**src/rtl/mem_port_arbiter_if.sv**
```systemverilog
// Bundle of requester-side and memory-side signals around the shared memory port 2.
// slave = arbiter view, master = requesters/memory view.
interface mem_port_arbiter_if #(
    parameter int DATA_WIDTH = 16,
    parameter int ADDR_WIDTH = 16
);
    logic                  r0_req;
    logic [ADDR_WIDTH-1:0] r0_addr;
    logic                  r0_gnt;
    logic                  r0_rvalid;
    logic [DATA_WIDTH-1:0] r0_rdata;

    logic                  r1_req;
    logic                  r1_we;
    logic [ADDR_WIDTH-1:0] r1_addr;
    logic [DATA_WIDTH-1:0] r1_wdata;
    logic                  r1_gnt;
    logic                  r1_rvalid;
    logic [DATA_WIDTH-1:0] r1_rdata;

    logic [ADDR_WIDTH-1:0] mem_addr;
    logic [DATA_WIDTH-1:0] mem_din;
    logic                  mem_we;
    logic [DATA_WIDTH-1:0] mem_dout;

    modport slave (
        input  r0_req, r0_addr,
        input  r1_req, r1_we, r1_addr, r1_wdata,
        input  mem_dout,
        output r0_gnt, r0_rvalid, r0_rdata,
        output r1_gnt, r1_rvalid, r1_rdata,
        output mem_addr, mem_din, mem_we
    );

    modport master (
        output r0_req, r0_addr,
        output r1_req, r1_we, r1_addr, r1_wdata,
        output mem_dout,
        input  r0_gnt, r0_rvalid, r0_rdata,
        input  r1_gnt, r1_rvalid, r1_rdata,
        input  mem_addr, mem_din, mem_we
    );
endinterface

```
**src/rtl/mem_port_arbiter.sv**
```systemverilog
// Two-requester arbiter for memory port 2 with tagged read-response routing.
// Define ARB_STARVE_GUARD_EN to let requester 1 win after STARVE_LIMIT denied cycles.
module mem_port_arbiter #(
    parameter int DATA_WIDTH   = 16,
    parameter int ADDR_WIDTH   = 16,
    parameter int STARVE_LIMIT = 8
) (
    input  logic                i_clk,
    input  logic                i_rst_n,
    mem_port_arbiter_if.slave   bus
);
    logic                  w_gnt0;
    logic                  w_gnt1;
    logic                  w_starved;
    logic                  w_rsp0;
    logic                  w_rsp1;

    logic [ADDR_WIDTH-1:0] r_mem_addr;
    logic [DATA_WIDTH-1:0] r_mem_din;
    logic                  r_mem_we;

    logic                  r_t1_vld, r_t1_id, r_t1_rd;
    logic                  r_t2_vld, r_t2_id, r_t2_rd;

    logic                  r_r0_rvalid;
    logic [DATA_WIDTH-1:0] r_r0_rdata;
    logic                  r_r1_rvalid;
    logic [DATA_WIDTH-1:0] r_r1_rdata;

`ifdef ARB_STARVE_GUARD_EN
    localparam int CNT_W = $clog2(STARVE_LIMIT + 1);
    logic [CNT_W-1:0] r_starve_cnt;

    assign w_starved = (r_starve_cnt == CNT_W'(STARVE_LIMIT));

    always_ff @(posedge i_clk or negedge i_rst_n) begin
        if (!i_rst_n) begin
            r_starve_cnt <= '0;
        end else if (!bus.r1_req || w_gnt1) begin
            r_starve_cnt <= '0;
        end else if (!w_starved) begin
            r_starve_cnt <= r_starve_cnt + 1'b1;
        end
    end
`else
    assign w_starved = 1'b0;
`endif

    // Grants are forced low while reset is asserted so no request is accepted then.
    always_comb begin
        w_gnt0 = 1'b0;
        w_gnt1 = 1'b0;
        if (i_rst_n) begin
            if (bus.r1_req && w_starved) begin
                w_gnt1 = 1'b1;
            end else if (bus.r0_req) begin
                w_gnt0 = 1'b1;
            end else if (bus.r1_req) begin
                w_gnt1 = 1'b1;
            end
        end
    end

    always_ff @(posedge i_clk or negedge i_rst_n) begin
        if (!i_rst_n) begin
            r_mem_addr <= '0;
            r_mem_din  <= '0;
            r_mem_we   <= 1'b0;
        end else begin
            r_mem_we <= 1'b0;
            if (w_gnt1) begin
                r_mem_addr <= bus.r1_addr;
                r_mem_din  <= bus.r1_wdata;
                r_mem_we   <= bus.r1_we;
            end else if (w_gnt0) begin
                r_mem_addr <= bus.r0_addr;
            end
        end
    end

    // Stage 1 = memory sampling cycle, stage 2 = cycle mem_dout is valid.
    always_ff @(posedge i_clk or negedge i_rst_n) begin
        if (!i_rst_n) begin
            r_t1_vld <= 1'b0;
            r_t1_id  <= 1'b0;
            r_t1_rd  <= 1'b0;
            r_t2_vld <= 1'b0;
            r_t2_id  <= 1'b0;
            r_t2_rd  <= 1'b0;
        end else begin
            r_t1_vld <= w_gnt0 | w_gnt1;
            r_t1_id  <= w_gnt1;
            r_t1_rd  <= w_gnt0 | (w_gnt1 & ~bus.r1_we);
            r_t2_vld <= r_t1_vld;
            r_t2_id  <= r_t1_id;
            r_t2_rd  <= r_t1_rd;
        end
    end

    assign w_rsp0 = r_t2_vld & r_t2_rd & ~r_t2_id;
    assign w_rsp1 = r_t2_vld & r_t2_rd &  r_t2_id;

    always_ff @(posedge i_clk or negedge i_rst_n) begin
        if (!i_rst_n) begin
            r_r0_rvalid <= 1'b0;
            r_r0_rdata  <= '0;
            r_r1_rvalid <= 1'b0;
            r_r1_rdata  <= '0;
        end else begin
            r_r0_rvalid <= w_rsp0;
            r_r1_rvalid <= w_rsp1;
            if (w_rsp0) begin
                r_r0_rdata <= bus.mem_dout;
            end
            if (w_rsp1) begin
                r_r1_rdata <= bus.mem_dout;
            end
        end
    end

    assign bus.r0_gnt    = w_gnt0;
    assign bus.r1_gnt    = w_gnt1;
    assign bus.r0_rvalid = r_r0_rvalid;
    assign bus.r0_rdata  = r_r0_rdata;
    assign bus.r1_rvalid = r_r1_rvalid;
    assign bus.r1_rdata  = r_r1_rdata;
    assign bus.mem_addr  = r_mem_addr;
    assign bus.mem_din   = r_mem_din;
    assign bus.mem_we    = r_mem_we;
endmodule

```
**src/flat_wrapper.sv**
```systemverilog
// flat-port wrapper written by rule: the top's interface ports become plain ports
module mem_port_arbiter_flat 
#(
    parameter int DATA_WIDTH   = 16,
    parameter int ADDR_WIDTH   = 16,
    parameter int STARVE_LIMIT = 8
)
  (i_clk, i_rst_n, bus_r0_req, bus_r0_addr, bus_r1_req, bus_r1_we, bus_r1_addr, bus_r1_wdata, bus_mem_dout, bus_r0_gnt, bus_r0_rvalid, bus_r0_rdata, bus_r1_gnt, bus_r1_rvalid, bus_r1_rdata, bus_mem_addr, bus_mem_din, bus_mem_we);
  mem_port_arbiter_if #(.DATA_WIDTH(DATA_WIDTH), .ADDR_WIDTH(ADDR_WIDTH)) bus_i ();
  input  logic i_clk;
  input  logic i_rst_n;
  input wire logic [$bits(bus_i.r0_req)-1:0] bus_r0_req;
  input wire logic [$bits(bus_i.r0_addr)-1:0] bus_r0_addr;
  input wire logic [$bits(bus_i.r1_req)-1:0] bus_r1_req;
  input wire logic [$bits(bus_i.r1_we)-1:0] bus_r1_we;
  input wire logic [$bits(bus_i.r1_addr)-1:0] bus_r1_addr;
  input wire logic [$bits(bus_i.r1_wdata)-1:0] bus_r1_wdata;
  input wire logic [$bits(bus_i.mem_dout)-1:0] bus_mem_dout;
  output wire logic [$bits(bus_i.r0_gnt)-1:0] bus_r0_gnt;
  output wire logic [$bits(bus_i.r0_rvalid)-1:0] bus_r0_rvalid;
  output wire logic [$bits(bus_i.r0_rdata)-1:0] bus_r0_rdata;
  output wire logic [$bits(bus_i.r1_gnt)-1:0] bus_r1_gnt;
  output wire logic [$bits(bus_i.r1_rvalid)-1:0] bus_r1_rvalid;
  output wire logic [$bits(bus_i.r1_rdata)-1:0] bus_r1_rdata;
  output wire logic [$bits(bus_i.mem_addr)-1:0] bus_mem_addr;
  output wire logic [$bits(bus_i.mem_din)-1:0] bus_mem_din;
  output wire logic [$bits(bus_i.mem_we)-1:0] bus_mem_we;
  assign bus_i.r0_req = bus_r0_req;
  assign bus_i.r0_addr = bus_r0_addr;
  assign bus_i.r1_req = bus_r1_req;
  assign bus_i.r1_we = bus_r1_we;
  assign bus_i.r1_addr = bus_r1_addr;
  assign bus_i.r1_wdata = bus_r1_wdata;
  assign bus_i.mem_dout = bus_mem_dout;
  assign bus_r0_gnt = bus_i.r0_gnt;
  assign bus_r0_rvalid = bus_i.r0_rvalid;
  assign bus_r0_rdata = bus_i.r0_rdata;
  assign bus_r1_gnt = bus_i.r1_gnt;
  assign bus_r1_rvalid = bus_i.r1_rvalid;
  assign bus_r1_rdata = bus_i.r1_rdata;
  assign bus_mem_addr = bus_i.mem_addr;
  assign bus_mem_din = bus_i.mem_din;
  assign bus_mem_we = bus_i.mem_we;
  mem_port_arbiter #(.DATA_WIDTH(DATA_WIDTH), .ADDR_WIDTH(ADDR_WIDTH), .STARVE_LIMIT(STARVE_LIMIT)) u_core (.i_clk(i_clk), .i_rst_n(i_rst_n), .bus(bus_i));
endmodule
```
**config.mk**
```make
export PLATFORM = sky130hd
export DESIGN_NAME = mem_port_arbiter_flat
export DESIGN_NICKNAME = d
export VERILOG_FILES = /design/src/rtl/mem_port_arbiter_if.sv /design/src/rtl/mem_port_arbiter.sv /design/src/flat_wrapper.sv
export SDC_FILE = /design/constraint.sdc
export NUM_CORES = 1
export LEC_CHECK = 0
export BUFFER_PORTS_ARGS = -buffer_cell sky130_fd_sc_hd__buf_4
export CAP_MARGIN = 20
export CORE_UTILIZATION = 50
export DETAILED_ROUTE_END_ITERATION = 6
export GPL_TIMING_DRIVEN = 0
export HOLD_SLACK_MARGIN = 0.05
export PLACE_DENSITY = 0.85
export SLEW_MARGIN = 40
export SYNTH_ARGS = -nofsm -noshare
export SYNTH_HDL_FRONTEND = slang
export SYNTH_SLANG_ARGS = --single-unit
```
**constraint.sdc**
```tcl
create_clock -name i_clk -period 2.9 [get_ports i_clk]
set_clock_uncertainty 0.15 [all_clocks]
set_input_delay 0.145 -clock i_clk [delete_from_list [all_inputs] [get_ports i_clk]]
set_output_delay 0.145 -clock i_clk [all_outputs]
set_load 0.01 [all_outputs]
```
==> out/results.tsv, run 1 <==
metric	value	unit
status	finished clean	
synth.avg_cell_area	15.7	um2
finalHoldViolCount	0	
die_w	79.5	um
hpwl	5000	um
clkPwrFrac	28.5	%
row_count	27	
htreeDepth	3	
period_needed	2.68	ns
die_h	79.5	um
holdCritPathClass	input pin to flop	
power.density	599	nW/um2
async_flop_share	100	%
vdd_drop_max	0.539	mV
fin_crit_sh	92.5	%
area_growth	66.1	%
critPathMaxStageDelay	0.55	ns
drv_slew	0	
drtAntennaViolNets	0	
diodes	0	
dp_cells	400	
n_fill_cell	243	
grt_start_max_net_pins	81	
grt_usage	29.0	%
place_ws	1.02	ns
worst_slew_pin_slew	0.680	ns
final_cells	480	
yosys.area.top_type_share	60.9	%
path_max_fanout	80	
p_int	2190	uW
post-route-drc-count	0	
io_buffers	137	
dr.pass1.iters	4	
synth-edff-count	0	
synth_nets	260	
power_switching	792	uW
timing.fmax	373	MHz
gp_congestion	0.731	
synth_cell_types	20	
busiest_layer	met2	
power	2980	uW
cts-root-buf	clkbuf_8	
drt_wl_total	8640	um
critPathKind	input pin to flop	
seqPwrFrac	43.7	%
nets	473	
grtUsageMet2	52.1	%
setup_violations	0	
via_per_inst	5.30	
synthFlopType	dfrtp_1	
antenna_found_initial	0	
relSlewSlack	54.7	%
grt_overflow	0	
synth_cells	191	
grt_pass1_vias	2751	
comb_power_share	27.7	%
io_pins	138	
swShare	26.5	%
final_core_util	88.3	%
cp-end-kind	flop	
grtUsageMet1	32.2	%
netlist_area	3000	um2
cp-start-kind	input pin	
cts_buffers	9	
yosysMostFrequentCell	dfrtp_1	
synth_adder_area_share	0	%
yosysSeqAreaShare	60.9	%
fin_ws	0.219	ns
initial_core_util	53.2	%
yosys.area_share.simple	11.1	%
vias	2545	
synth_common_cells	dfrtp_1 (73), mux2_2 (40), nand4bb_1 (16)	
rsz0062_at_grt	no	
drive_gt1_share	52.0	%
dieArea	6310	um2
cts_tree	done	
drv_cap	0	
clock_path_buffers	2	
grt_pass1_wl	13600	um
cp_cell_sequence	dlygate4sd3_1 -> buf_6 -> buf_2 -> buf_2 -> nand3b_1 -> o211a_1 -> dlygate4sd3_1	
synth_top_family_by_area	multiplexers	
ys_top_cells_by_area	dfrtp_1 (61%), mux2_2 (15%), nand4bb_1 (6.0%)	
crit_path_top_delay_cell	dlygate4sd3_1	
synth_seq_cells	73	
synthMuxAreaShare	19.0	%
grt_use_met3	7.43	%
routedWlPerCell	18.0	um
yosys_warnings	0	
synthXorXnorAreaFrac	0	%
p_leak	0.00235	uW
clkLatencyLatePin	0.33	ns
synth_compound_area_share	5.92	%
arrival	2.75	ns
core	5640	um2
cts.sinks	73	
synth_area_leader_cell	dfrtp_1	
required	2.97	ns
fin_tns_setup	0	ns
clkTransAtPathRegs	0.07	ns
drt_iter0_drc	82	
per-stage QoR:
stage | hold WS [ns] | area [um2]
3_3_place_gp | 0.183 | 4120
2_1_floorplan | -0.301 | 3000
4_1_cts | 0.0629 | 4980
3_5_place_dp | 0.0649 | 4120
5_1_grt | 0.0611 | 4980
6_report | 0.0624 | 4980
flip-flops by register name, summed over array words and instances, names as in the netlist:
register,flops
u_core.r_t2_id,1
u_core.bus.mem_addr,16
u_core.r_t1_vld,1
u_core.bus.r1_rvalid,1
u_core.r_t1_id,1
u_core.r_t2_vld,1
u_core.bus.mem_din,16
u_core.r_t1_rd,1
u_core.bus.r0_rdata,16
u_core.bus.mem_we,1
u_core.bus.r0_rvalid,1
u_core.bus.r1_rdata,16
u_core.r_t2_rd,1
placed cells by master (no fill, tap or decap), types with 4 or more instances in the layout:
master / count
buf_4: 136
dfrtp_1: 73
dlygate4sd3_1: 65
mux2_2: 40
nand4bb_1: 16
nand3b_1: 14
o211a_1: 14
clkbuf_8: 9
mux2_4: 8
buf_2: 7
clkbuf_1: 4
path summary, 6_finish.rpt:
path | depth (start not counted) | endpoint | start | slack (ns)
max | 7 | u_core.bus.mem_addr[12] | i_rst_n | 0.22
min | 3 | u_core.bus.mem_addr[14] | bus_r1_addr[14] | 0.06
max reg2reg | 3 | u_core.bus.r0_rdata[10] | u_core.r_t2_id | 1.30
min reg2reg | 0 | u_core.r_t2_vld | u_core.r_t1_vld | 0.20
max in group asynchronous | 2 | u_core.bus.r1_rdata[0] | i_rst_n | 1.88
min in group asynchronous | 2 | u_core.bus.r0_rdata[1] | i_rst_n | 0.24
logic make-up (layout without fill, tap and decap cells):
family / Yosys count / in the layout
flops: 73 / 73
mux: 48 / 48
compound gates: 18 / 18
simple gates: 36 / 36
buf+inv: 16 / 233
area by class of cell:
cell class / instances / area, um2 / share of cell area, %
Tap cell: 72 / 90.1 / 1.81
Clock buffer: 10 / 128 / 2.56
Inverter: 3 / 11.3 / 0.226
Timing Repair Buffer: 202 / 1680 / 33.8
Multi-Input combinational cell: 102 / 1080 / 21.7
Sequential cell: 73 / 1830 / 36.7
Buffer: 13 / 81.3 / 1.63
Clock inverter: 5 / 81.3 / 1.63
power groups by stage:
stage / combinational, uW / sequential [uW] / clock [uW]
final: 828 / 1300 / 852
after floorplan: 217 / 1390 / 0
after CTS: 818 / 1290 / 858
after detailed placement: 725 / 1310 / 0
after global routing: 883 / 1320 / 896
after global placement: 703 / 1300 / 0
layer usage:
layer	vias to the layer above	wire (um)	part of all wire, %
li1	1128	-	-
met1	1251	3250	38
met2	147	4450	51
met3	19	729	8.4
met4	0	206	2.4
met5	-	0	0
worst max-delay path, delay by kind of cell:
kind / cells / cell delay, ns
AOI/OAI and AO/OA: 1 / 0.14
and+or+nand+nor: 1 / 0.14
buffers and inverters: 5 / 2.27
timing repair:
action	in CTS	in global routing
resized for setup	0	0
endpoints found under the hold margin	139	0
buffers inserted	0	0
hold buffers	65	0
Power figures use the tool's default switching activity.
==> run 2, diff against run 1 <==
Settings changed: CORE_UTILIZATION 50 to 40, PLACE_DENSITY 0.85 to 0.7.
==> out/results.tsv, run 2 (synthesized netlist as in run 1, its figures left out) <==
metric	value	unit
setup_violations	0	
via_per_inst	4.82	
seqPwrFrac	42.2	%
drt_wl_total	7680	um
fin_crit_sh	90.6	%
htreeDepth	3	
dieArea	7850	um2
crit_path_top_delay_cell	buf_6	
drv_cap	0	
post-route-drc-count	0	
io_buffers	137	
vias	2449	
power.density	608	nW/um2
p_leak	0.00238	uW
drive_gt1_share	52.1	%
fin_hold_ws	0.201	ns
clkLatencyLatePin	0.33	ns
mostFrequentLayoutCell	buf_4	
row_count	31	
dr.pass1.iters	4	
status	finished clean	
grt_overflow	0	
clock_path_buffers	2	
vdd_drop_max	0.298	mV
clkPwrFrac	31.4	%
timing.rr.start	u_core.r_t2_id	
fin_tns_setup	0	ns
diodes	0	
p_int	2300	uW
critPathMaxStageDelay	0.57	ns
routedWlPerCell	15.1	um
antenna_found_initial	0	
path_max_fanout	80	
cts-root-buf	clkbuf_8	
area_growth	68.6	%
hpwl	4830	um
crit_buf_inv	5	
path_delay_family	buffers and inverters	
cts_tree	done	
initial_core_util	41.3	%
drtAntennaViolNets	0	
gp_congestion	0.738	
critPathLaunch	i_rst_n	
cp-end-kind	flop	
worstHoldStart	u_core.r_t1_id	
die_w	88.6	um
io_pins	138	
relSlewSlack	52.7	%
die_h	88.6	um
final_cell_area	5060	um2
power_switching	770	uW
finalHoldViolCount	0	
grt_usage	20.0	%
timing.fmax	381	MHz
drv_slew	0	
swShare	25.0	%
post_cts_buffers	0	
grt_start_max_net_pins	81	
layout_common_cells	buf_4 (136), dfrtp_1 (73), dlygate4sd3_1 (66)	
core	7250	um2
nets	474	
cts.sinks	73	
cp_cell_sequence	dlygate4sd3_1 -> buf_6 -> buf_2 -> buf_2 -> nand3b_1 -> o211a_1 -> dlygate4sd3_1	
drt_iter0_drc	68	
arrival	2.70	ns
required	2.97	ns
comb_power_share	26.4	%
worst_slew_pin_slew	0.710	ns
holdCritPathClass	flop to flop	
cts_buffers	9	
clkTransAtPathRegs	0.08	ns
grt_pass1_vias	2507	
critPathKind	input pin to flop	
period_needed	2.63	ns
grt_pass1_wl	11900	um
dpl-instance-area	4160	um2
cp-start-kind	input pin	
rsz0062_at_grt	no	
[run 2: cell types whose count changed in the layout (fill, tap and decap cells not counted), sizes merged]
cell         delta
bufinv          +1
clkinvlp        -1
dlygate4sd3     +1
[run 2: path summary, 6_finish.rpt]
check / endpoint / slack (ns) / depth (start not counted)
max: u_core.bus.mem_addr[10] / 0.27 / 7
min: u_core.r_t2_id / 0.20 / 0
max reg2reg: u_core.bus.r0_rdata[11] / 1.35 / 3
min reg2reg: u_core.r_t2_id / 0.20 / 0
max in group asynchronous: u_core.bus.mem_addr[6] / 1.85 / 2
min in group asynchronous: u_core.bus.r0_rdata[5] / 0.27 / 2
[run 2: per-layer routing]
metal | up-vias | track usage (%) | routed length, um
met5 | - | 0 | 0
met2 | 109 | 33.2 | 3710
met3 | 10 | 7.56 | 616
met4 | 0 | 6.45 | 78
met1 | 1201 | 24.1 | 3280
li1 | 1129 | - | -
[run 2: final cells by class]
cell class / instances / area, um2
timing repair buffer: 203 / 1690
clock inverter: 5 / 104
fill: 525 / 2200
multi-input combinational: 102 / 1080
inverter: 3 / 11.3
tap: 99 / 124
sequential: 73 / 1830
clock buffer: 10 / 138
buffer: 13 / 81.3
[run 2: stage by stage]
step           util, %  power (uW)  worst slack, ns  std cells
3_5_place_dp      57.3        2030            0.997        427
4_1_cts           69.7        3100            0.289        508
6_report          69.7        3070            0.274        508
2_1_floorplan        -        1600             1.49        191
3_3_place_gp      57.2        2010            0.772        427
5_1_grt           69.7        3230            0.103        508
[run 2: power by group through the flow]
| stage | registers [uW] | clock network [uW] | logic [uW] |
|---|---|---|---|
| 4_1_cts | 1300 | 989 | 815 |
| 3_3_place_gp | 1300 | 0 | 707 |
| 5_1_grt | 1320 | 1030 | 883 |
| 6_report | 1300 | 965 | 811 |
| 3_5_place_dp | 1310 | 0 | 720 |
| 2_1_floorplan | 1390 | 0 | 217 |
[run 2: timing repair]
action | in CTS | in global routing
gates resized for setup | 0 | 0
hold endpoints to repair | 139 | 0
hold buffers | 66 | 0
==> run 3, diff against run 2 <==
Settings changed: GPL_ROUTABILITY_DRIVEN from default to 0, REMOVE_ABC_BUFFERS from default to 1.
==> out/results.tsv, run 3 (synthesized netlist as in run 1, its figures left out) <==
metric	value	unit
status	finished clean	
final_cells	496	
core	7250	um2
seqCellArea	1830	um2
io_pins	138	
cts_buffers	9	
n_fill_cell	559	
drive_gt1_share	52.1	%
layout_common_cells	buf_4 (136), dfrtp_1 (73), dlygate4sd3_1 (66)	
cp-end-kind	flop	
die_w	88.6	um
holdCritPathClass	input pin to flop	
area_growth	64.2	%
relSlewSlack	49.8	%
dr.pass1.iters	6	
timing.rr.start	u_core.r_t2_id	
initial_core_util	41.3	%
htreeDepth	3	
fin_crit_sh	86.4	%
diodes	0	
clkLatencyLatePin	0.34	ns
grt_pass1_wl	11300	um
drv_slew	0	
required	3.03	ns
mostFrequentLayoutCell	buf_4	
hpwl	4180	um
cts.sinks	73	
critPathKind	input pin to flop	
antenna_found_initial	0	
rsz0062_at_grt	no	
grt_pass1_vias	2379	
drt_iter0_drc	105	
final_core_util	67.9	%
post_cts_buffers	0	
finalHoldViolCount	0	
vias	2417	
rrSetupSlack	1.32	ns
post-route-drc-count	0	
fin_tns_setup	0	ns
critPathLaunch	i_rst_n	
cp-start-kind	input pin	
grt_start_max_net_pins	108	
arrival	2.63	ns
routedWlPerCell	14.5	um
worst_slew_pin_slew	0.753	ns
final_cell_area	4930	um2
nets	461	
grt_overflow	0	
vdd_drop_max	0.274	mV
drtAntennaViolNets	0	
worstReg2RegEnd	u_core.bus.r0_rdata[5]	
period_needed	2.51	ns
die_h	88.6	um
grt_usage	19.1	%
fin_hold_ws	0.122	ns
drv_cap	0	
clkTransAtPathRegs	0.09	ns
via_per_inst	4.87	
p_leak	0.00230	uW
dpl-instance-area	4080	um2
row_count	31	
dieArea	7850	um2
cts-root-buf	clkbuf_8	
dp_cells	414	
setup_violations	0	
r2r_cells	2	
multi_input_area	1080	um2
path_max_fanout	107	
timing.fmax	399	MHz
clock_path_buffers	2	
power.density	577	nW/um2
cp-endpoint	u_core.bus.mem_addr[15]	
cts_tree	done	
drt_wl_total	7210	um
io_buffers	137	
-- run 3: cell count changes in the layout (fill, tap and decap cells not counted), moves of 2 or more --
cell,delta
buf_2,-7
buf_6,-2
bufinv_16,-3
clkbuf_1,-3
clkinvlp_4,+3
inv_6,+2
inv_8,+2
-- run 3: critical path: stages --
cell	delay (ns)
dlygate4sd3_1	0.54
clkbuf_8	0.60
o21a_2	0.50
o221a_2	0.27
dlygate4sd3_1	0.54
-- run 3: area by class of cell --
cell class              count  area share (%)
flip-flops and latches     73            37.1
clock buffers               9            2.51
multi-input cells         102            22.0
inverters                   3           0.229
well taps                  99            2.51
clock inverters             7            1.27
repair buffers            203            34.4
-- run 3: worst min-delay path by stage --
stage / start / end / slack, ns / cells after the start
floorplan: i_rst_n / u_core.bus.mem_addr[0] / -0.30 / 0
global placement: u_core.r_t1_id / u_core.r_t2_id / 0.18 / 0
finish: bus_r0_req / u_core.r_t1_rd / 0.12 / 2
detailed placement: i_rst_n / u_core.bus.r1_rdata[10] / 0.14 / 1
CTS: bus_r0_req / u_core.r_t1_rd / 0.1 / 2
global route: bus_r0_req / u_core.r_t1_rd / 0.11 / 2
-- run 3: through the flow --
| stage | worst slack (ns) | total power (uW) |
|---|---|---|
| after global routing | 0.238 | 3010 |
| final | 0.395 | 2840 |
| after CTS | 0.126 | 2870 |
| after global placement | 0.164 | 2000 |
| after detailed placement | 0.716 | 2010 |
| after floorplan | 1.36 | 1590 |
-- run 3: layer usage --
metal	track usage, %	vias up	part of all wire (%)
met5	0	-	0
met3	5.04	11	6.8
met2	31.5	105	50
li1	-	1108	-
met1	23.8	1193	41
met4	8.21	0	1.7
-- run 3: repair_timing --
action                     in CTS  in global routing
setup endpoints to repair       0                  1
hold buffers                   66                  0
hold endpoints to repair      139                  0
resized for setup               0                  1
-- run 3: power breakdown --
group	total (uW)	internal [uW]	switching (uW)
clock	754	328	425
sequential	1290	1200	95.3
combinational	797	509	289
